<file path="config.mk">
export PLATFORM = sky130hd
export DESIGN_NAME = mips_instr_encoder
export DESIGN_NICKNAME = d
export VERILOG_FILES = /design/src/rtl/mips_instr_encoder_pkg.sv /design/src/rtl/mips_instr_pack.sv /design/src/rtl/mips_instr_encoder.sv
export SDC_FILE = /design/constraint.sdc
export NUM_CORES = 1
export LEC_CHECK = 0
export ABC_AREA = 0
export CORE_MARGIN = 5
export CORE_UTILIZATION = 42
export DETAILED_ROUTE_END_ITERATION = 7
export PLACE_DENSITY = 0.9
export SYNTH_ARGS = -nofsm -noshare
export SYNTH_HDL_FRONTEND = slang
export SYNTH_HIERARCHICAL = 1
export SYNTH_SLANG_ARGS = --single-unit
</file>
<file path="constraint.sdc">
create_clock -name clk -period 2.7 [get_ports clk]
set_input_delay 0.405 -clock clk [delete_from_list [all_inputs] [get_ports clk]]
set_output_delay 0.405 -clock clk [all_outputs]
set_load 0.01 [all_outputs]
</file>
<file path="src/rtl/mips_instr_encoder_pkg.sv">
`default_nettype none
// +--------------------------------------------------------------------------+
// | Module   : mips_instr_encoder_pkg                                        |
// | Brief    : Shared types for the MIPS instruction encoder: encoder op     |
// |            enum, opcode/func field values, format classification and     |
// |            loader FSM state encoding.                                    |
// | Revision : 1.0 - initial release                                         |
// +--------------------------------------------------------------------------+
package mips_instr_encoder_pkg;

  // Symbolic instruction request codes accepted by the encoder.
  typedef enum logic [4:0] {
    ENC_ADD     = 5'd0,
    ENC_ADDU    = 5'd1,
    ENC_SUB     = 5'd2,
    ENC_SUBU    = 5'd3,
    ENC_AND     = 5'd4,
    ENC_OR      = 5'd5,
    ENC_XOR     = 5'd6,
    ENC_NOR     = 5'd7,
    ENC_SLT     = 5'd8,
    ENC_SLTU    = 5'd9,
    ENC_SLL     = 5'd10,
    ENC_SRL     = 5'd11,
    ENC_SRA     = 5'd12,
    ENC_SLLV    = 5'd13,
    ENC_SRLV    = 5'd14,
    ENC_SRAV    = 5'd15,
    ENC_JR      = 5'd16,
    ENC_ADDI    = 5'd17,
    ENC_ADDIU   = 5'd18,
    ENC_ANDI    = 5'd19,
    ENC_ORI     = 5'd20,
    ENC_XORI    = 5'd21,
    ENC_LW      = 5'd22,
    ENC_SW      = 5'd23,
    ENC_BEQ     = 5'd24,
    ENC_BNE     = 5'd25,
    ENC_SLTI    = 5'd26,
    ENC_SLTIU   = 5'd27,
    ENC_LUI     = 5'd28,
    ENC_J       = 5'd29,
    ENC_JAL     = 5'd30,
    ENC_ILLEGAL = 5'd31
  } enc_op_e;

  // Primary opcode field values (bits 31:26).
  localparam logic [5:0] OPCODE_RTYPE = 6'h00;
  localparam logic [5:0] OPCODE_J     = 6'h02;
  localparam logic [5:0] OPCODE_JAL   = 6'h03;
  localparam logic [5:0] OPCODE_BEQ   = 6'h04;
  localparam logic [5:0] OPCODE_BNE   = 6'h05;
  localparam logic [5:0] OPCODE_ADDI  = 6'h08;
  localparam logic [5:0] OPCODE_ADDIU = 6'h09;
  localparam logic [5:0] OPCODE_SLTI  = 6'h0A;
  localparam logic [5:0] OPCODE_SLTIU = 6'h0B;
  localparam logic [5:0] OPCODE_ANDI  = 6'h0C;
  localparam logic [5:0] OPCODE_ORI   = 6'h0D;
  localparam logic [5:0] OPCODE_XORI  = 6'h0E;
  localparam logic [5:0] OPCODE_LUI   = 6'h0F;
  localparam logic [5:0] OPCODE_LW    = 6'h23;
  localparam logic [5:0] OPCODE_SW    = 6'h2B;

  // R-type function field values (bits 5:0).
  localparam logic [5:0] FUNC_SLL  = 6'h00;
  localparam logic [5:0] FUNC_SRL  = 6'h02;
  localparam logic [5:0] FUNC_SRA  = 6'h03;
  localparam logic [5:0] FUNC_SLLV = 6'h04;
  localparam logic [5:0] FUNC_SRLV = 6'h06;
  localparam logic [5:0] FUNC_SRAV = 6'h07;
  localparam logic [5:0] FUNC_JR   = 6'h08;
  localparam logic [5:0] FUNC_ADD  = 6'h20;
  localparam logic [5:0] FUNC_ADDU = 6'h21;
  localparam logic [5:0] FUNC_SUB  = 6'h22;
  localparam logic [5:0] FUNC_SUBU = 6'h23;
  localparam logic [5:0] FUNC_AND  = 6'h24;
  localparam logic [5:0] FUNC_OR   = 6'h25;
  localparam logic [5:0] FUNC_XOR  = 6'h26;
  localparam logic [5:0] FUNC_NOR  = 6'h27;
  localparam logic [5:0] FUNC_SLT  = 6'h2A;
  localparam logic [5:0] FUNC_SLTU = 6'h2B;

  // Instruction word layout selected by an op.
  typedef enum logic [1:0] {
    FMT_R   = 2'd0,
    FMT_I   = 2'd1,
    FMT_J   = 2'd2,
    FMT_BAD = 2'd3
  } enc_fmt_e;

  // Layout plus the 6-bit code (func for R-type, opcode otherwise).
  typedef struct packed {
    enc_fmt_e   fmt;
    logic [5:0] code;
  } enc_class_t;

  // Loader FSM states; VERIFY is reachable only in the readback build.
  typedef enum logic [2:0] {
    ST_IDLE   = 3'd0,
    ST_ACCEPT = 3'd1,
    ST_WRITE  = 3'd2,
    ST_VERIFY = 3'd3,
    ST_DONE   = 3'd4
  } enc_state_e;

  // Map an op code to its word layout and opcode/func value.
  function automatic enc_class_t enc_classify(input logic [4:0] op);
    enc_class_t c;
    c.fmt  = FMT_BAD;
    c.code = 6'h00;
    case (op)
      ENC_ADD:   begin c.fmt = FMT_R; c.code = FUNC_ADD;     end
      ENC_ADDU:  begin c.fmt = FMT_R; c.code = FUNC_ADDU;    end
      ENC_SUB:   begin c.fmt = FMT_R; c.code = FUNC_SUB;     end
      ENC_SUBU:  begin c.fmt = FMT_R; c.code = FUNC_SUBU;    end
      ENC_AND:   begin c.fmt = FMT_R; c.code = FUNC_AND;     end
      ENC_OR:    begin c.fmt = FMT_R; c.code = FUNC_OR;      end
      ENC_XOR:   begin c.fmt = FMT_R; c.code = FUNC_XOR;     end
      ENC_NOR:   begin c.fmt = FMT_R; c.code = FUNC_NOR;     end
      ENC_SLT:   begin c.fmt = FMT_R; c.code = FUNC_SLT;     end
      ENC_SLTU:  begin c.fmt = FMT_R; c.code = FUNC_SLTU;    end
      ENC_SLL:   begin c.fmt = FMT_R; c.code = FUNC_SLL;     end
      ENC_SRL:   begin c.fmt = FMT_R; c.code = FUNC_SRL;     end
      ENC_SRA:   begin c.fmt = FMT_R; c.code = FUNC_SRA;     end
      ENC_SLLV:  begin c.fmt = FMT_R; c.code = FUNC_SLLV;    end
      ENC_SRLV:  begin c.fmt = FMT_R; c.code = FUNC_SRLV;    end
      ENC_SRAV:  begin c.fmt = FMT_R; c.code = FUNC_SRAV;    end
      ENC_JR:    begin c.fmt = FMT_R; c.code = FUNC_JR;      end
      ENC_ADDI:  begin c.fmt = FMT_I; c.code = OPCODE_ADDI;  end
      ENC_ADDIU: begin c.fmt = FMT_I; c.code = OPCODE_ADDIU; end
      ENC_ANDI:  begin c.fmt = FMT_I; c.code = OPCODE_ANDI;  end
      ENC_ORI:   begin c.fmt = FMT_I; c.code = OPCODE_ORI;   end
      ENC_XORI:  begin c.fmt = FMT_I; c.code = OPCODE_XORI;  end
      ENC_LW:    begin c.fmt = FMT_I; c.code = OPCODE_LW;    end
      ENC_SW:    begin c.fmt = FMT_I; c.code = OPCODE_SW;    end
      ENC_BEQ:   begin c.fmt = FMT_I; c.code = OPCODE_BEQ;   end
      ENC_BNE:   begin c.fmt = FMT_I; c.code = OPCODE_BNE;   end
      ENC_SLTI:  begin c.fmt = FMT_I; c.code = OPCODE_SLTI;  end
      ENC_SLTIU: begin c.fmt = FMT_I; c.code = OPCODE_SLTIU; end
      ENC_LUI:   begin c.fmt = FMT_I; c.code = OPCODE_LUI;   end
      ENC_J:     begin c.fmt = FMT_J; c.code = OPCODE_J;     end
      ENC_JAL:   begin c.fmt = FMT_J; c.code = OPCODE_JAL;   end
      default:   begin c.fmt = FMT_BAD; c.code = 6'h00;      end
    endcase
    return c;
  endfunction

endpackage
`default_nettype wire

</file>
<file path="src/rtl/mips_instr_pack.sv">
`default_nettype none
// +--------------------------------------------------------------------------+
// | Module   : mips_instr_pack                                               |
// | Brief    : Combinational packer: symbolic op + fields -> 32-bit MIPS     |
// |            word, with an illegal flag for unknown op codes. Fields that  |
// |            an op does not use are forced to zero in the packed word.     |
// | Revision : 1.0 - initial release                                         |
// +--------------------------------------------------------------------------+
module mips_instr_pack
  import mips_instr_encoder_pkg::*;
(
  input  logic [4:0]  op,
  input  logic [4:0]  rs,
  input  logic [4:0]  rt,
  input  logic [4:0]  rd,
  input  logic [4:0]  sa,
  input  logic [15:0] imm,
  input  logic [25:0] index,
  output logic [31:0] word,
  output logic        illegal
);

  enc_class_t cls;
  logic       is_shift_imm;
  logic       is_jr;
  logic       is_lui;
  logic [4:0] f_rs;
  logic [4:0] f_rt;
  logic [4:0] f_rd;
  logic [4:0] f_sa;

  // Classify the op, zero the fields it does not use and assemble the word.
  always_comb begin
    cls          = enc_classify(op);
    is_shift_imm = (op == ENC_SLL) || (op == ENC_SRL) || (op == ENC_SRA);
    is_jr        = (op == ENC_JR);
    is_lui       = (op == ENC_LUI);
    // Constant shifts carry no rs; every other R-op carries no shift amount.
    f_rs         = is_shift_imm ? 5'd0 : rs;
    f_sa         = is_shift_imm ? sa : 5'd0;
    f_rt         = is_jr ? 5'd0 : rt;
    f_rd         = is_jr ? 5'd0 : rd;
    word         = 32'h0000_0000;
    illegal      = 1'b0;
    case (cls.fmt)
      FMT_R:   word = {OPCODE_RTYPE, f_rs, f_rt, f_rd, f_sa, cls.code};
      FMT_I:   word = {cls.code, (is_lui ? 5'd0 : rs), rt, imm};
      FMT_J:   word = {cls.code, index};
      default: illegal = 1'b1;
    endcase
  end

endmodule
`default_nettype wire

</file>
<file path="src/rtl/mips_instr_encoder.sv">
`default_nettype none
// +--------------------------------------------------------------------------+
// | Module   : mips_instr_encoder                                            |
// | Brief    : Boot/self-test program loader. Accepts symbolic instruction   |
// |            requests, packs them into MIPS words and writes them to       |
// |            consecutive imem addresses while holding the CPU in reset.    |
// |            Build option ENC_READBACK_EN adds a readback VERIFY cycle     |
// |            after every write and drives err_verify.                      |
// | Revision : 1.0 - initial release                                         |
// +--------------------------------------------------------------------------+
module mips_instr_encoder
  import mips_instr_encoder_pkg::*;
#(
  parameter int                ADDR_W    = 10,
  parameter logic [ADDR_W-1:0] BASE_ADDR = '0
) (
  input  logic              clk,
  input  logic              rst_n,
  input  logic              start,
  input  logic              in_valid,
  output logic              in_ready,
  input  logic [4:0]        in_op,
  input  logic [4:0]        in_rd,
  input  logic [4:0]        in_rs,
  input  logic [4:0]        in_rt,
  input  logic [4:0]        in_sa,
  input  logic [15:0]       in_imm,
  input  logic [25:0]       in_index,
  input  logic              in_last,
  output logic              imem_we,
  output logic [ADDR_W-1:0] imem_addr,
  output logic [31:0]       imem_wdata,
  input  logic [31:0]       imem_rdata,
  output logic              busy,
  output logic              done,
  output logic              cpu_hold,
  output logic              err_illegal,
  output logic              err_ovf,
  output logic              err_verify
);

  localparam logic [ADDR_W-1:0] PTR_MAX = {ADDR_W{1'b1}};
  localparam logic [ADDR_W-1:0] PTR_ONE = {{(ADDR_W-1){1'b0}}, 1'b1};

  enc_state_e        state_q, state_d;
  logic [ADDR_W-1:0] ptr_q, ptr_d;
  logic              last_q, last_d;
  logic [ADDR_W-1:0] imem_addr_q, imem_addr_d;
  logic [31:0]       imem_wdata_q, imem_wdata_d;
  logic              in_ready_q, in_ready_d;
  logic              imem_we_q, imem_we_d;
  logic              busy_q, busy_d;
  logic              done_q, done_d;
  logic              cpu_hold_q, cpu_hold_d;
  logic              err_illegal_q, err_illegal_d;
  logic              err_ovf_q, err_ovf_d;

  logic [31:0]       pack_word;
  logic              pack_illegal;
  logic              handshake;
  logic              word_end;

  mips_instr_pack u_pack (
    .op      (in_op),
    .rs      (in_rs),
    .rt      (in_rt),
    .rd      (in_rd),
    .sa      (in_sa),
    .imm     (in_imm),
    .index   (in_index),
    .word    (pack_word),
    .illegal (pack_illegal)
  );

  assign handshake = in_valid && in_ready_q && (state_q == ST_ACCEPT);

`ifdef ENC_READBACK_EN
  logic err_verify_q, err_verify_d;
  // A word is finished once its readback cycle has been checked.
  assign word_end   = (state_q == ST_VERIFY);
  assign err_verify = err_verify_q;
`else
  logic unused_rdata;
  // Without readback a word is finished as soon as it has been written.
  assign word_end     = (state_q == ST_WRITE);
  assign err_verify   = 1'b0;
  assign unused_rdata = ^imem_rdata;
`endif

  // Next-state, pointer, sticky-flag and registered-output computation.
  always_comb begin
    state_d       = state_q;
    ptr_d         = ptr_q;
    last_d        = last_q;
    imem_addr_d   = imem_addr_q;
    imem_wdata_d  = imem_wdata_q;
    err_illegal_d = err_illegal_q;
    err_ovf_d     = err_ovf_q;
`ifdef ENC_READBACK_EN
    err_verify_d  = err_verify_q;
`endif
    if (start) begin
      // Restart from any state; takes priority over a simultaneous handshake.
      state_d       = ST_ACCEPT;
      ptr_d         = BASE_ADDR;
      last_d        = 1'b0;
      err_illegal_d = 1'b0;
      err_ovf_d     = 1'b0;
`ifdef ENC_READBACK_EN
      err_verify_d  = 1'b0;
`endif
    end else begin
      case (state_q)
        ST_ACCEPT: begin
          if (handshake) begin
            if (pack_illegal) begin
              // Dropped: no write and no pointer movement.
              err_illegal_d = 1'b1;
              if (in_last) begin
                state_d = ST_DONE;
              end
            end else begin
              imem_addr_d  = ptr_q;
              imem_wdata_d = pack_word;
              last_d       = in_last;
              state_d      = ST_WRITE;
            end
          end
        end
`ifdef ENC_READBACK_EN
        ST_WRITE:  state_d = ST_VERIFY;
        ST_VERIFY: begin
          if (imem_rdata != imem_wdata_q) begin
            err_verify_d = 1'b1;
          end
        end
`endif
        default: ;
      endcase
      if (word_end) begin
        if (last_q) begin
          state_d = ST_DONE;
          if (ptr_q != PTR_MAX) begin
            ptr_d = ptr_q + PTR_ONE;
          end
        end else if (ptr_q == PTR_MAX) begin
          // Address space exhausted before the program ended; never wrap.
          err_ovf_d = 1'b1;
          state_d   = ST_DONE;
        end else begin
          ptr_d   = ptr_q + PTR_ONE;
          state_d = ST_ACCEPT;
        end
      end
    end
    // Outputs are decoded from the next state so they register alongside it.
    in_ready_d = (state_d == ST_ACCEPT);
    imem_we_d  = (state_d == ST_WRITE);
    busy_d     = (state_d == ST_ACCEPT) || (state_d == ST_WRITE) || (state_d == ST_VERIFY);
    done_d     = (state_d == ST_DONE);
    cpu_hold_d = (state_d != ST_DONE);
  end

  // State and output registers with synchronous active-low reset.
  always_ff @(posedge clk) begin
    if (!rst_n) begin
      state_q       <= ST_IDLE;
      ptr_q         <= BASE_ADDR;
      last_q        <= 1'b0;
      imem_addr_q   <= '0;
      imem_wdata_q  <= 32'h0000_0000;
      in_ready_q    <= 1'b0;
      imem_we_q     <= 1'b0;
      busy_q        <= 1'b0;
      done_q        <= 1'b0;
      cpu_hold_q    <= 1'b1;
      err_illegal_q <= 1'b0;
      err_ovf_q     <= 1'b0;
`ifdef ENC_READBACK_EN
      err_verify_q  <= 1'b0;
`endif
    end else begin
      state_q       <= state_d;
      ptr_q         <= ptr_d;
      last_q        <= last_d;
      imem_addr_q   <= imem_addr_d;
      imem_wdata_q  <= imem_wdata_d;
      in_ready_q    <= in_ready_d;
      imem_we_q     <= imem_we_d;
      busy_q        <= busy_d;
      done_q        <= done_d;
      cpu_hold_q    <= cpu_hold_d;
      err_illegal_q <= err_illegal_d;
      err_ovf_q     <= err_ovf_d;
`ifdef ENC_READBACK_EN
      err_verify_q  <= err_verify_d;
`endif
    end
  end

  // A reset arriving during the write cycle aborts that pending write.
  assign imem_we     = imem_we_q & rst_n;
  assign in_ready    = in_ready_q;
  assign imem_addr   = imem_addr_q;
  assign imem_wdata  = imem_wdata_q;
  assign busy        = busy_q;
  assign done        = done_q;
  assign cpu_hold    = cpu_hold_q;
  assign err_illegal = err_illegal_q;
  assign err_ovf     = err_ovf_q;

endmodule
`default_nettype wire

</file>
==> flow_metrics.tcl <==
set metrics [dict create \
    start_util_pct 43.2 \
    crit_arrival_ps 2630 \
    grt_start_max_net_pins 26 \
    gr-total-overflow 0 \
    crit_fanout 5 \
    cp.depth 9 \
    coreArea_mm2 0.00777 \
    synthCells 421 \
    diodes 0 \
    slowest_delay_ps 490 \
    rsz0062_at_grt "no" \
    cts-root-buf "clkbuf_8" \
    fp-row-count 32 \
    final_antenna_net_count 0 \
    num_vias 3581 \
    leakagePower_nw 1.85 \
    startpoint_type "input port" \
    cts.sinks 63 \
    fp.dieArea_mm2 0.00988 \
    relSlewSlack_pct 49.8 \
    skew_ps 9.50 \
    ys_warn_count 6 \
    holdPathStages 2 \
    crit_family "compound AO/OA/AOI/OAI gates" \
    syn_area_per_cell_um2 7.97 \
    die_height_um 99.4 \
    fin_util_pct 63.9 \
    wl_per_cell_um 16.0 \
    drt_iter0_markers 169 \
    crit_type "input port to register" \
    grt_usage_pct 21.1 \
    required_ps 2970 \
    layout_worst_path_cycle_share_pct 87.2 \
    clock_path_buffers 2 \
    min_from "imem_wdata[23]" \
    hold_buffers 0 \
    hold_path_class "register to register" \
    p_total_w 0.00225 \
    r2r_start "ptr_q[0]" \
    slew_violations 0 \
    ys_seq_area_share_pct 37.6 \
    clk_latency_ps 340 \
    netlist_area_mm2 0.00336 \
    drive_above_1_share_pct 9.60 \
    die_w_um 99.4 \
    rr_worst_depth 5 \
    io_buffers 120 \
    regArea_mm2 0.00126 \
    synth_edf_count 0 \
    grt_pass1_vias 3504 \
    fin_ws_ps 345 \
    viasPerCell 5.48 \
    status "finished clean" \
    gp_congestion 0.899 \
    fmax_ghz 0.425 \
    synthFlopType "dfxtp_1" \
    cts_htree_levels 3 \
    numCtsBuffers 9 \
    tns_ps 0 \
    pin_count 154 \
    multiInputGateArea_mm2 0.00189 \
    area_growth_pct 47.9 \
    hold_viol_final 0 \
    r2r_setup_slack_ps 680 \
    clkTransAtPathRegs_ps 80 \
    placed_area_mm2 0.00474 \
    endpoint_kind "register" \
    cts_resized 0 \
    r2r-end "done" \
    async_flop_share_pct 0 \
    route.detailed.drc 0 \
    min_period_ps 2360 \
    hpwlAfterDp_um 8040 \
    cts_tree "built" \
    drt-total-wl_um 10400 \
    ys_ff_latch 63 \
    cpMaxStageDelayCell "clkdlybuf4s50_1" \
    worst-path-buf-inv 2 \
    dp_slack_ps -37.3 \
    fin_area_mm2 0.00497 \
    syn-num-nets 534 \
    holdPathEnd "imem_wdata[23]" \
    cts_setup_buffers 0 \
    path_cells "clkdlybuf4s50_1 > inv_1 > ha_1 > nand2b_1 > a311oi_2 > o2bb2ai_1 > a22o_1 > nand2_1 > a21oi_1" \
    vdd_ir_drop_max_v 0.000258 \
    grt_antenna_before_repair 0 \
    nNetsFinal 660 \
    dr.pass1.iters 5 \
    setup-violations-final 0 \
    synth_cell_types 56 \
    drv_cap 0 \
    power.density_mw_per_mm2 453 \
    worst_pin_slew_ps 748 \
    fillers 668 \
    grt_pass1_wl_um 16800 \
]
-- metal layers --
layer  share of wire, %  wire [um]  up-vias  track usage, %
met5                  0          0        -               0
met2                 49       5100      130            36.2
met1                 41       4320     1680            25.3
li1                   -          -     1746               -
met3                6.7        695       25            4.63
met4                3.0        318        0            9.24
-- per-stage QoR --
step / std cells / hold WS [ps]
finish: 654 / 455
global route: 654 / 481
CTS: 654 / 456
detailed placement: 638 / 446
global placement: 638 / 441
floorplan: 421 / 463
-- worst max path at each step --
stage | start | end | slack, ps
after global routing | in_op[0] | imem_wdata[21] | 130
after floorplan | in_op[0] | imem_wdata[0] | 490
after global placement | in_op[0] | imem_wdata[29] | 80
after CTS | in_op[0] | imem_wdata[21] | 320
after detailed placement | in_op[0] | imem_wdata[21] | -40
final | in_op[0] | imem_wdata[21] | 340
-- cell families after synthesis --
kind of cell | synth area share [%]
xor+xnor | 0.522
other cells | 0.224
simple gates | 25.5
fa+ha+maj | 3.35
flops | 37.6
compound gates | 25.9
mux | 0.596
buf+inv | 6.34
-- Yosys cell counts (all sizes together), types with 2 or more instances --
cell     number  area, um^2
a211oi        3        22.5
a21o          7        52.6
a21oi        54         270
a222oi        6        60.1
a22o         15         131
a22oi         2        15.0
a311oi        3        32.5
a31oi         4        25.0
a32oi         2        17.5
and2          2        12.5
and3          7        43.8
and4          2        17.5
buf          23         141
clkbuf        7        26.3
conb          2        7.51
dfxtp        63        1260
ha            9         113
inv          12        45.0
mux2i         2        20.0
nand2        92         345
nand2b        7        43.8
nand3         6        30.0
nand3b        2        15.0
nand4         4        25.0
nand4b        3        26.3
nor2         17        63.8
nor2b         6        37.5
nor3          6        35.0
nor3b         3        38.8
o21a          4        30.0
o21ai        17        85.1
o22ai         2        12.5
o2bb2ai       2        17.5
o31ai         2        25.0
or2           2        12.5
or3           6        37.5
xor2          2        17.5
-- tightest hold or removal path, stage by stage, from the launching register on --
cell and delay, ps:
dfxtp_1 310, nand2_1 50, a21oi_1 50
-- where the power goes --
part	switching (W)	leakage, nW	internal (W)
Combinational	0.000160	1.22	0.000199
Sequential	0.00000848	0.509	0.000938
Clock	0.000391	0.117	0.000552
-- layout make-up --
type | instances | share of cell area (%)
Tap cell | 102 | 2.57
Clock buffer | 10 | 2.77
Inverter | 12 | 0.907
Sequential cell | 63 | 25.4
Timing Repair Buffer | 145 | 28.5
Clock inverter | 6 | 1.84
Multi-Input combinational cell | 316 | 38.0
-- registers in the layout (all words and copies together) (netlist names), 3 cells and up --
signal / flops
imem_addr: 10
ptr_q: 10
state_q: 3
imem_wdata: 32
-- cells in the final DEF (no fill, tap or decap), types with 9 or more instances in the layout --
cell	netlist	final
buf_4	3	23
clkdlybuf4s50_1	0	120
inv_1	12	12
nand2_1	92	92
nor2_1	17	17
o21ai_0	17	17
a21oi_1	54	54
a22o_1	15	15
clkbuf_8	0	10
dfxtp_1	63	63
ha_1	9	9
Power figures use the tool's default switching activity.
